==> src/rtl/alu_pkg.sv <==
// alu_pkg: opcodes, parser state/error encodings and header constants for the ALU command parser
package alu_pkg;

    localparam logic [7:0] OP_ADD = 8'hAD;
    localparam logic [7:0] OP_MUL = 8'h88;
    localparam logic [7:0] OP_DIV = 8'hD1;

    localparam int HDR_BYTES = 4;
    localparam int MIN_LEN   = 12;

    typedef enum logic [2:0] {
        ST_IDLE,
        ST_RSVD,
        ST_LEN_LO,
        ST_LEN_HI,
        ST_PAYLOAD,
        ST_DRAIN
    } state_t;

    typedef enum logic [1:0] {
        ERR_NONE,
        ERR_OPCODE,
        ERR_LEN,
        ERR_TIMEOUT
    } err_code_t;

    function automatic logic op_valid(input logic [7:0] op);
        return op == OP_ADD || op == OP_MUL || op == OP_DIV;
    endfunction

endpackage

==> src/rtl/alu_cmd_parser_byte_to_word.sv <==
// byte_to_word: packs payload bytes LSB-first into a word and holds it until the ALU accepts it
module byte_to_word #(
    parameter int DATA_WIDTH_P = 8,
    parameter int WORD_WIDTH_P = 32
) (
    input  logic                    clk,
    input  logic                    rst,
    input  logic [DATA_WIDTH_P-1:0] in_data,
    input  logic                    in_fire,
    input  logic                    first_i,
    input  logic                    last_i,
    input  logic                    clear_i,
    output logic [WORD_WIDTH_P-1:0] m_tdata,
    output logic                    m_tvalid,
    input  logic                    m_tready,
    output logic                    m_first,
    output logic                    m_last,
    output logic                    word_done_o
);

    logic [1:0]              idx_q;
    logic [WORD_WIDTH_P-1:0] sr_q;

    assign word_done_o = in_fire && idx_q == 2'd3;

    // Shift bytes in from the top so the 4th byte completes a little-endian word; load wins over accept
    always_ff @(posedge clk or negedge rst) begin
        if (!rst) begin
            idx_q    <= '0;
            sr_q     <= '0;
            m_tdata  <= '0;
            m_tvalid <= 1'b0;
            m_first  <= 1'b0;
            m_last   <= 1'b0;
        end else if (clear_i) begin
            idx_q    <= '0;
            sr_q     <= '0;
            m_tvalid <= 1'b0;
        end else begin
            if (in_fire) begin
                idx_q <= idx_q + 2'd1;
                sr_q  <= {in_data, sr_q[WORD_WIDTH_P-1:DATA_WIDTH_P]};
            end
            if (word_done_o) begin
                m_tdata  <= {in_data, sr_q[WORD_WIDTH_P-1:DATA_WIDTH_P]};
                m_tvalid <= 1'b1;
                m_first  <= first_i;
                m_last   <= last_i;
            end else if (m_tvalid && m_tready) begin
                m_tvalid <= 1'b0;
            end
        end
    end

endmodule

==> src/rtl/alu_cmd_parser.sv <==
// alu_cmd_parser: parses ALU command packets from the UART byte stream into operands (inter-byte timeout with ALU_PARSER_TIMEOUT_EN)
module alu_cmd_parser
    import alu_pkg::*;
#(
    parameter int DATA_WIDTH_P     = 8,
    parameter int WORD_WIDTH_P     = 32,
    parameter int TIMEOUT_CYCLES_P = 65535
) (
    input  logic                    clk,
    input  logic                    rst,
    input  logic [DATA_WIDTH_P-1:0] s_axis_tdata,
    input  logic                    s_axis_tvalid,
    output logic                    s_axis_tready,
    output logic [WORD_WIDTH_P-1:0] m_op_tdata,
    output logic                    m_op_tvalid,
    input  logic                    m_op_tready,
    output logic                    m_op_first,
    output logic                    m_op_last,
    output logic [7:0]              opcode_o,
    output logic                    err_o,
    output logic [1:0]              err_code_o
);

    state_t    state_q, state_d;
    err_code_t err_code_q;
    logic [7:0]  opcode_q, len_lo_q;
    logic [15:0] rem_q, len_w;
    logic first_q, fire, in_fire, word_done, m_accept, bad_op, bad_len, tmo, last_wait;

    assign fire       = s_axis_tvalid && s_axis_tready;
    assign m_accept   = m_op_tvalid && m_op_tready;
    assign last_wait  = state_q == ST_PAYLOAD && rem_q == 16'd0;
    assign in_fire    = fire && state_q == ST_PAYLOAD && rem_q != 16'd0;
    assign len_w      = {s_axis_tdata[7:0], len_lo_q};
    assign bad_op     = !op_valid(opcode_q);
    assign bad_len    = len_w < 16'(MIN_LEN) || len_w[1:0] != 2'd0;
    assign opcode_o   = opcode_q;
    assign err_code_o = err_code_q;

`ifdef ALU_PARSER_TIMEOUT_EN
    localparam int TW = $clog2(TIMEOUT_CYCLES_P + 1);
    logic [TW-1:0] tmo_q;
    logic          tick;
    assign tick = state_q != ST_IDLE && !fire && !(m_op_tvalid && !m_op_tready);
    assign tmo  = tick && tmo_q == TW'(TIMEOUT_CYCLES_P - 1);
    // Count idle cycles mid-packet; a stalled ALU does not count against the sender
    always_ff @(posedge clk or negedge rst) begin
        if (!rst) tmo_q <= '0;
        else      tmo_q <= (fire || tmo || state_q == ST_IDLE) ? '0 : tick ? tmo_q + TW'(1) : tmo_q;
    end
`else
    assign tmo = TIMEOUT_CYCLES_P < 0;
`endif

    // State register
    always_ff @(posedge clk or negedge rst) begin
        if (!rst) state_q <= ST_IDLE;
        else      state_q <= state_d;
    end

    // Next state; a trailing byte accepted while the last word leaves is the next opcode
    always_comb begin
        state_d = state_q;
        case (state_q)
            ST_IDLE:    if (fire) state_d = ST_RSVD;
            ST_RSVD:    if (fire) state_d = ST_LEN_LO;
            ST_LEN_LO:  if (fire) state_d = ST_LEN_HI;
            ST_LEN_HI:  if (fire) state_d = !(bad_op || bad_len) ? ST_PAYLOAD :
                                            len_w <= 16'(HDR_BYTES) ? ST_IDLE : ST_DRAIN;
            ST_PAYLOAD: if (last_wait && m_accept) state_d = fire ? ST_RSVD : ST_IDLE;
            ST_DRAIN:   if (fire && rem_q == 16'd1) state_d = ST_IDLE;
            default:    state_d = ST_IDLE;
        endcase
        if (tmo) state_d = ST_IDLE;
    end

    // Byte acceptance is throttled only by the operand holding register
    always_comb begin
        s_axis_tready = state_q == ST_PAYLOAD ? (!m_op_tvalid || m_op_tready) : 1'b1;
    end

    // Header capture, remaining-byte count and error reporting
    always_ff @(posedge clk or negedge rst) begin
        if (!rst) begin
            opcode_q   <= '0;
            len_lo_q   <= '0;
            rem_q      <= '0;
            first_q    <= 1'b0;
            err_o      <= 1'b0;
            err_code_q <= ERR_NONE;
        end else begin
            err_o <= 1'b0;
            if (tmo) begin
                err_o      <= 1'b1;
                err_code_q <= ERR_TIMEOUT;
                rem_q      <= '0;
            end else if (fire) begin
                if (state_q == ST_IDLE || last_wait) begin
                    opcode_q   <= s_axis_tdata[7:0];
                    err_code_q <= ERR_NONE;
                end
                if (state_q == ST_LEN_LO) len_lo_q <= s_axis_tdata[7:0];
                if (state_q == ST_LEN_HI) begin
                    rem_q      <= len_w <= 16'(HDR_BYTES) ? '0 : len_w - 16'(HDR_BYTES);
                    first_q    <= 1'b1;
                    err_o      <= bad_op || bad_len;
                    err_code_q <= bad_op ? ERR_OPCODE : bad_len ? ERR_LEN : ERR_NONE;
                end
                if (in_fire || state_q == ST_DRAIN) rem_q <= rem_q - 16'd1;
                if (word_done) first_q <= 1'b0;
            end
        end
    end

    byte_to_word #(
        .DATA_WIDTH_P(DATA_WIDTH_P),
        .WORD_WIDTH_P(WORD_WIDTH_P)
    ) u_b2w (
        .clk        (clk),
        .rst        (rst),
        .in_data    (s_axis_tdata),
        .in_fire    (in_fire),
        .first_i    (first_q),
        .last_i     (rem_q == 16'd1),
        .clear_i    (tmo),
        .m_tdata    (m_op_tdata),
        .m_tvalid   (m_op_tvalid),
        .m_tready   (m_op_tready),
        .m_first    (m_op_first),
        .m_last     (m_op_last),
        .word_done_o(word_done)
    );

endmodule
==> config.mk <==
export PLATFORM = sky130hd
export DESIGN_NAME = alu_cmd_parser
export DESIGN_NICKNAME = d
export VERILOG_FILES = /design/src/rtl/alu_pkg.sv /design/src/rtl/alu_cmd_parser_byte_to_word.sv /design/src/rtl/alu_cmd_parser.sv
export SDC_FILE = /design/constraint.sdc
export NUM_CORES = 1
export LEC_CHECK = 0
export CAP_MARGIN = 20
export CORE_MARGIN = 2
export CORE_UTILIZATION = 40
export CTS_BUF_LIST = sky130_fd_sc_hd__clkbuf_4
export DETAILED_ROUTE_END_ITERATION = 8
export PLACE_DENSITY_LB_ADDON = 0.05
export SLEW_MARGIN = 15
export SYNTH_ARGS = -nofsm -noshare
export SYNTH_HDL_FRONTEND = slang
export SYNTH_SLANG_ARGS = --single-unit
==> constraint.sdc <==
create_clock -name clk -period 3.65 [get_ports clk]
set_input_delay 0.73 -clock clk [delete_from_list [all_inputs] [get_ports clk]]
set_output_delay 0.73 -clock clk [all_outputs]
set_load 0.03 [all_outputs]
==> results.md <==
* Antenna Cells at 0
* Peak Freq at 0.3388 GHz
* Comb pwr share at 48.9%
* Setup ws final at 0.6984 ns
* Flops & latches, synth at 100
* Worst Path Class, Setup: flop to flop
* CTS H-tree lvls at 3
* Critical Path, Cell by Cell: nor4_1 > nand4_1 > and4_1 > nand2_4 > mux2_2
* Final Max Slew Viols at 0
* Cell Pwr Density at 901.7 nW/um^2
* Launch point of the worst reg-to-reg path: rem_q[11]$_DFFE_PN0P_
* Final setup fails at 0
* Root Driver: clkbuf_4
* Placer Congestion at 0.9192
* Leak Pwr at 0.002354 uW
* Final Cycle Share at between 80 and 90%
* Seq/Total Area, Yosys at 52.60%
* Unique masters post-synth at 56
* Die area at 12780 um^2
* Drt first pass iters at 6
* WP data required at 4.01 ns
* Post-synth ARST share at 100.0%
* First-pass GRT wire length at 18.69 mm
* CTS tree: built
* Worst-Skew Late Latency at 0.48 ns
* Grt total ovfl at 0
* Sw power at 2166 uW
* Vias in the first global route at 3444
* Total GRT Usage at 18.70%
* Tmin final at about 3.0 ns
* Rows at 39
* Worst reg2reg path endpoint: u_b2w.m_tdata[25]$_DFFE_PN0P_
* Rel. slew slack at around 56%
* Max cap viols at 0
* Setup crit end kind: flop
* PortBufs at between 50 and 60
* CTS clk-pin slew, worst paths at 0.17 ns
* Routed Wire Length at 10.96 mm
* Startpoint Class: flop
* Routed len/inst at about 18 um
* # hold bufs at CTS at 0
* Io pins at roughly 60
* Synth Cell Area at 4757 um^2
* Worst Hold Class: input pin to asynchronous set/reset pin
* Layout area overhead at 19.04%
* R2r worst-path depth at 5
* CTS Buffer Depth at 2
* Ys flop type: dfrtp_1
* Via count at 3342
* Post-CTS sizing at 0
* Cells after synthesis at 402
* Syn_nets at 421
* Post-DP HPWL at approximately 7.5 mm
* CP Launch Point: rem_q[11]$_DFFE_PN0P_
* Placement Setup Slack at 0.4450 ns
* Cell Int Power at 2940 uW
* Syn avg cell area at 11.83 um^2
* Layout fillers at 1085
* Layout cells sized above 1 at roughly 26%
* Worst Tran Pin Value at 0.6485 ns
* Starting Density at 41.31%
* Die Span X at 113.1 um
* Crit Path Max Fanout at 36
* Antenna violations before repair at 0
* Part of the power in registers at 39.9%
* Cts bufs inserted at 9
* Final core utilization at 49.17%
* Final Hold Vio Count at 0
* Total core area at between 10000 and 15000 um^2
* DRC viols at 6
* Num Clock Sinks at 100
* Max rail drop VDD at 0.4465 mV
* Nets at slightly below 500
* Clock power share at roughly 11%
* Initial DRC Count at 159
* Slowest cell on crit path: nor4_1
* Outcome: finished, violations left
* RSZ-0062 raised after global routing: no
* Antenna-violating nets left at 0
* Yosys warnings at 0
* Vias per Instance at 5.452
* Chip Height at 113.1 um
* Post-CTS setup buffers at 0
* Worst R2R Setup Slack at 0.70 ns
* Clock skew at 0.03194 ns
* Largest net degree at the start of global routing at slightly above 100
* Total negative slack at 0 ns
* Number of synthesized flops with an enable pin at 0
* Max incr delay on CP at around 0.63 ns
* Failing checks: design-rule violations
* Arrival time worst endpoint at 3.31 ns
* Switching Fraction at 42.42%
==> cells in the final DEF, fill, tap and decap left out, types with 10 or more instances in the layout <==
| cell | count |
|---|---|
| dfrtp_1 | 100 |
| mux2_2 | 72 |
| clkdlybuf4s50_1 | 57 |
| o21ai_0 | 23 |
| nor2_1 | 22 |
| nand2_1 | 19 |
| a21oi_1 | 16 |
| buf_4 | 15 |
| nor3_1 | 13 |
| clkbuf_4 | 10 |
==> kinds of logic (layout without fill, tap and decap cells) <==
kind of cell	count (synthesis)	after routing	share of synthesized area (%)
AO/OA/AOI/OAI	74	74	10.36
XOR/XNOR	11	11	2.025
adder cells (fa/ha/maj)	7	7	1.841
buffers and inverters	29	97	2.841
flip-flops	100	100	52.60
multiplexers	72	72	17.04
AND/OR/NAND/NOR	109	109	13.28
==> metrics by stage <==
step / total power, uW / area, um^2 / std cells / hold slack, ns
finish: 5106 / 5663 / 613 / 0.2673
global route: 5483 / 5663 / 613 / 0.2784
CTS: 5160 / 5663 / 613 / 0.2797
detailed placement: 4574 / 5534 / 597 / 0.4663
global placement: 4547 / 5534 / 597 / 0.4616
floorplan: 3672 / 4757 / 402 / 0.4344
==> layer usage <==
layer  GRT usage, %  wire (um)
met5              0          0
met4          7.073        143
met3          4.231        613
met2          27.39       4793
met1          27.18       5405
==> worst max path at each step <==
stage,to,cells after the start
after floorplan,rem_q[2]$_DFFE_PN0P_,7
after global placement,rem_q[2]$_DFFE_PN0P_,7
after detailed placement,rem_q[12]$_DFFE_PN0P_,8
after CTS,u_b2w.m_tdata[25]$_DFFE_PN0P_,5
after global routing,u_b2w.m_tdata[30]$_DFFE_PN0P_,5
final,u_b2w.m_tdata[25]$_DFFE_PN0P_,5
==> state kept, by name (all words and copies together), names as in the netlist <==
| register | flops |
|---|---|
| err_code_o | 2 |
| err_o | 1 |
| first_q | 1 |
| len_lo_q | 8 |
| opcode_o | 8 |
| rem_q | 16 |
| state_q | 3 |
| u_b2w.idx_q | 2 |
| u_b2w.m_first | 1 |
| u_b2w.m_last | 1 |
| u_b2w.m_tdata | 32 |
| u_b2w.m_tvalid | 1 |
| u_b2w.sr_q | 24 |
==> synth_stat cells (7+ instances only) <==
| master | count | area share (%) |
|---|---|---|
| a21oi_1 | 16 | 1.7 |
| a31oi_1 | 7 | 0.92 |
| clkbuf_1 | 9 | 0.71 |
| dfrtp_1 | 100 | 53 |
| ha_1 | 7 | 1.8 |
| inv_1 | 7 | 0.55 |
| mux2_2 | 72 | 17 |
| nand2_1 | 19 | 1.5 |
| nand2b_1 | 7 | 0.92 |
| nor2_1 | 22 | 1.7 |
| nor3_1 | 13 | 1.4 |
| nor4_1 | 7 | 0.92 |
| o21ai_0 | 23 | 2.4 |
| or4_1 | 7 | 1.1 |
==> power groups by stage <==
stage / Clock (uW) / Sequential, uW / Combinational [uW]
floorplan: 0 / 2380 / 1290
global placement: 0 / 2060 / 2490
detailed placement: 0 / 2070 / 2510
CTS: 596 / 2040 / 2520
global route: 643 / 2130 / 2710
finish: 568 / 2040 / 2500
==> worst max-delay path: cells and delay by family (launching register included) <==
kind	cells	cell delay [ns]
and+or+nand+nor	4	1.91
muxes	1	0.40
DFF	1	0.50
==> cell type report <==
| cell class | count | area, um^2 | area share, % |
|---|---|---|---|
| Sequential cell | 100 | 2502 | 44.19 |
| Multi-Input combinational cell | 273 | 2120 | 37.43 |
| Timing Repair Buffer | 73 | 703.2 | 12.42 |
| Tap cell | 143 | 178.9 | 3.160 |
| Clock buffer | 10 | 75.07 | 1.326 |
| Clock inverter | 6 | 53.80 | 0.9501 |
| Inverter | 8 | 30.03 | 0.5303 |
Note: power is estimated with default switching activity, not from simulation.
==> edit (same flow settings) <==
The 6 states of `state_t` get a one-hot encoding in 6 bits.
--- a/src/rtl/alu_pkg.sv
+++ b/src/rtl/alu_pkg.sv
@@ -8,13 +8,13 @@
     localparam int HDR_BYTES = 4;
     localparam int MIN_LEN   = 12;
 
-    typedef enum logic [2:0] {
-        ST_IDLE,
-        ST_RSVD,
-        ST_LEN_LO,
-        ST_LEN_HI,
-        ST_PAYLOAD,
-        ST_DRAIN
+    typedef enum logic [5:0] {
+        ST_IDLE    = 6'b000001,
+        ST_RSVD    = 6'b000010,
+        ST_LEN_LO  = 6'b000100,
+        ST_LEN_HI  = 6'b001000,
+        ST_PAYLOAD = 6'b010000,
+        ST_DRAIN   = 6'b100000
     } state_t;
 
     typedef enum logic [1:0] {
Behaviour: same outputs for any inputs over 10 cycles, from zero or initial values and one cycle with rst low; not proved beyond that.
==> edit against the original RTL <==
  * Routed wire length is 6.7% higher
  * Area after synthesis is 7.7% higher
  * Setup slack worse by 0.42 ns
  * Design area is 7.0% higher
  * Critical path depth is 2 lower
  * Count of clock-buffer cells in the layout is 1 lower
  * Sequential cell count is 3 higher
Power is not compared: it rests on default switching activity, and its combinational part moved more than twofold at a synthesized area within 25%.
==> edit: results (changes against the original RTL) <==
Final nets = 513 (+6.0%)
worst stage delay on the critical path = 0.64 ns
status = finished, final reports clean
initial antenna violation count = 0 (unchanged)
Routed WL per cell = 17.44 µm (-2.4%)
synth cell count leaders = dfrtp_1, mux2_2, nor2_1, nor3_1, nand2_1
CTS Buf Count = 9 (unchanged)
Reg area = 0.002579 mm² (+3.0%)
Post-Synth Adder-Cell Area = 1.709% (-0.13 points)
Cell variety after synth = 67 (+20%)
vias = 3645 (+9.1%)
root buffer cell = clkbuf_4
synthesized instance count = 434 (+8.0%)
Post-CTS Setup Bufs = 0 (unchanged)
clock transition at the registers of the reported paths = 0.15 ns (-0.02 ns)
H-tree levels = 3 (unchanged)
fin cells = 670 (+9.3%)
Synth Area in Compound Gates = 11.40% (+1.0 points)
drt first pass iters = 5 (-1)
top cells by area, synth = dfrtp_1, mux2_2, nor3_1, ha_1, nor2_1
Hold Path Class = in -> async
Total GRT Usage = 18.60% (-0.097 points)
post-cts sizing count = 0 (unchanged)
PnR worst setup slack = 0.2806 ns (-0.4178 ns)
nature of the critical path startpoint = register
diode count = 0 (unchanged)
leakage power = 2.746 nW
layout cell share with drive strength beyond 1 = 23.49% (-2.3 points)
post-DP HPWL = 8.265 mm (+9.6%)
global-route wire length before repair = 19.44 mm (+4.1%)
P_clk = 0.609 mW
Post-Place Setup Slack = 0.4063 ns (-0.03865 ns)
Mapped Nets = 453 (+7.6%)
Top FF cell, synth = dfrtp_1
Sw Pwr = 1.091 mW
pin count of the biggest net entering global routing = 59 (-42%)
Fillers = 1191 (+9.8%)
Fin Clk Skew = 0.01488 ns (-0.01707 ns)
Max FO, Critical Path = 11 (-69%)
cell total after placement = 655 (+9.7%)
Crit-path slowest cell = or4_4
post-synthesis xor/xnor area fraction = 2.393% (+0.37 points)
VDD IR max = 0.0002736 V
slew margin rel. = 39.75% (-17 points)
Area after DPL = 0.005921 mm² (+7.0%)
DR iter-0 viols = 207 (+30%)
delay-heaviest family, CP = simple AND/OR/NAND/NOR gates
asr flop ratio synth = 100.0% (unchanged)
Ys Warns = 0 (unchanged)
mux cell area share after synthesis = 17.31% (+0.27 points)
sequential area share after synthesis = 50.32% (-2.3 points)
reg-to-reg startpoint = state_q[1]
CP arrival = 2.64 ns (-0.67 ns)
RePlAce Congestion = 0.8403 (-8.6%)
edit: changes by cell type after synthesis, sizes merged, moves of 4 or more:
cell and change:
nand4 +4, or4 -6, o21ai -11, nor3 +5
inv +4, nor4b +4, mux2 +5
edit: final cells by class:
cell class	instances	share of cell area (%)
Multi-Input combinational cell	294	39.14
Clock buffer	9	1.115
Clock inverter	6	1.136
Inverter	12	0.7436
Timing Repair Buffer	74	11.73
Sequential cell	103	42.57
Tap cell	172	3.553
edit: final timing paths:
| kind | endpoint | slack [ns] | depth (start not counted) |
|---|---|---|---|
| min | state_q[2] | 0.30 | 1 |
| min in group clk | u_b2w.m_tdata[1] | 0.49 | 1 |
| max reg2reg | rem_q[2] | 1.01 | 5 |
| max in group asynchronous | opcode_o[1] | 2.60 | 2 |
| max | s_axis_tready | 0.28 | 3 |
| min reg2reg | u_b2w.m_tdata[1] | 0.49 | 1 |
edit: per-layer routing:
layer	track usage, %	share of wire (%)
met2	29.43	48
met5	0	0
met1	24.76	46
met4	5.333	1.7
met3	5.819	4.6
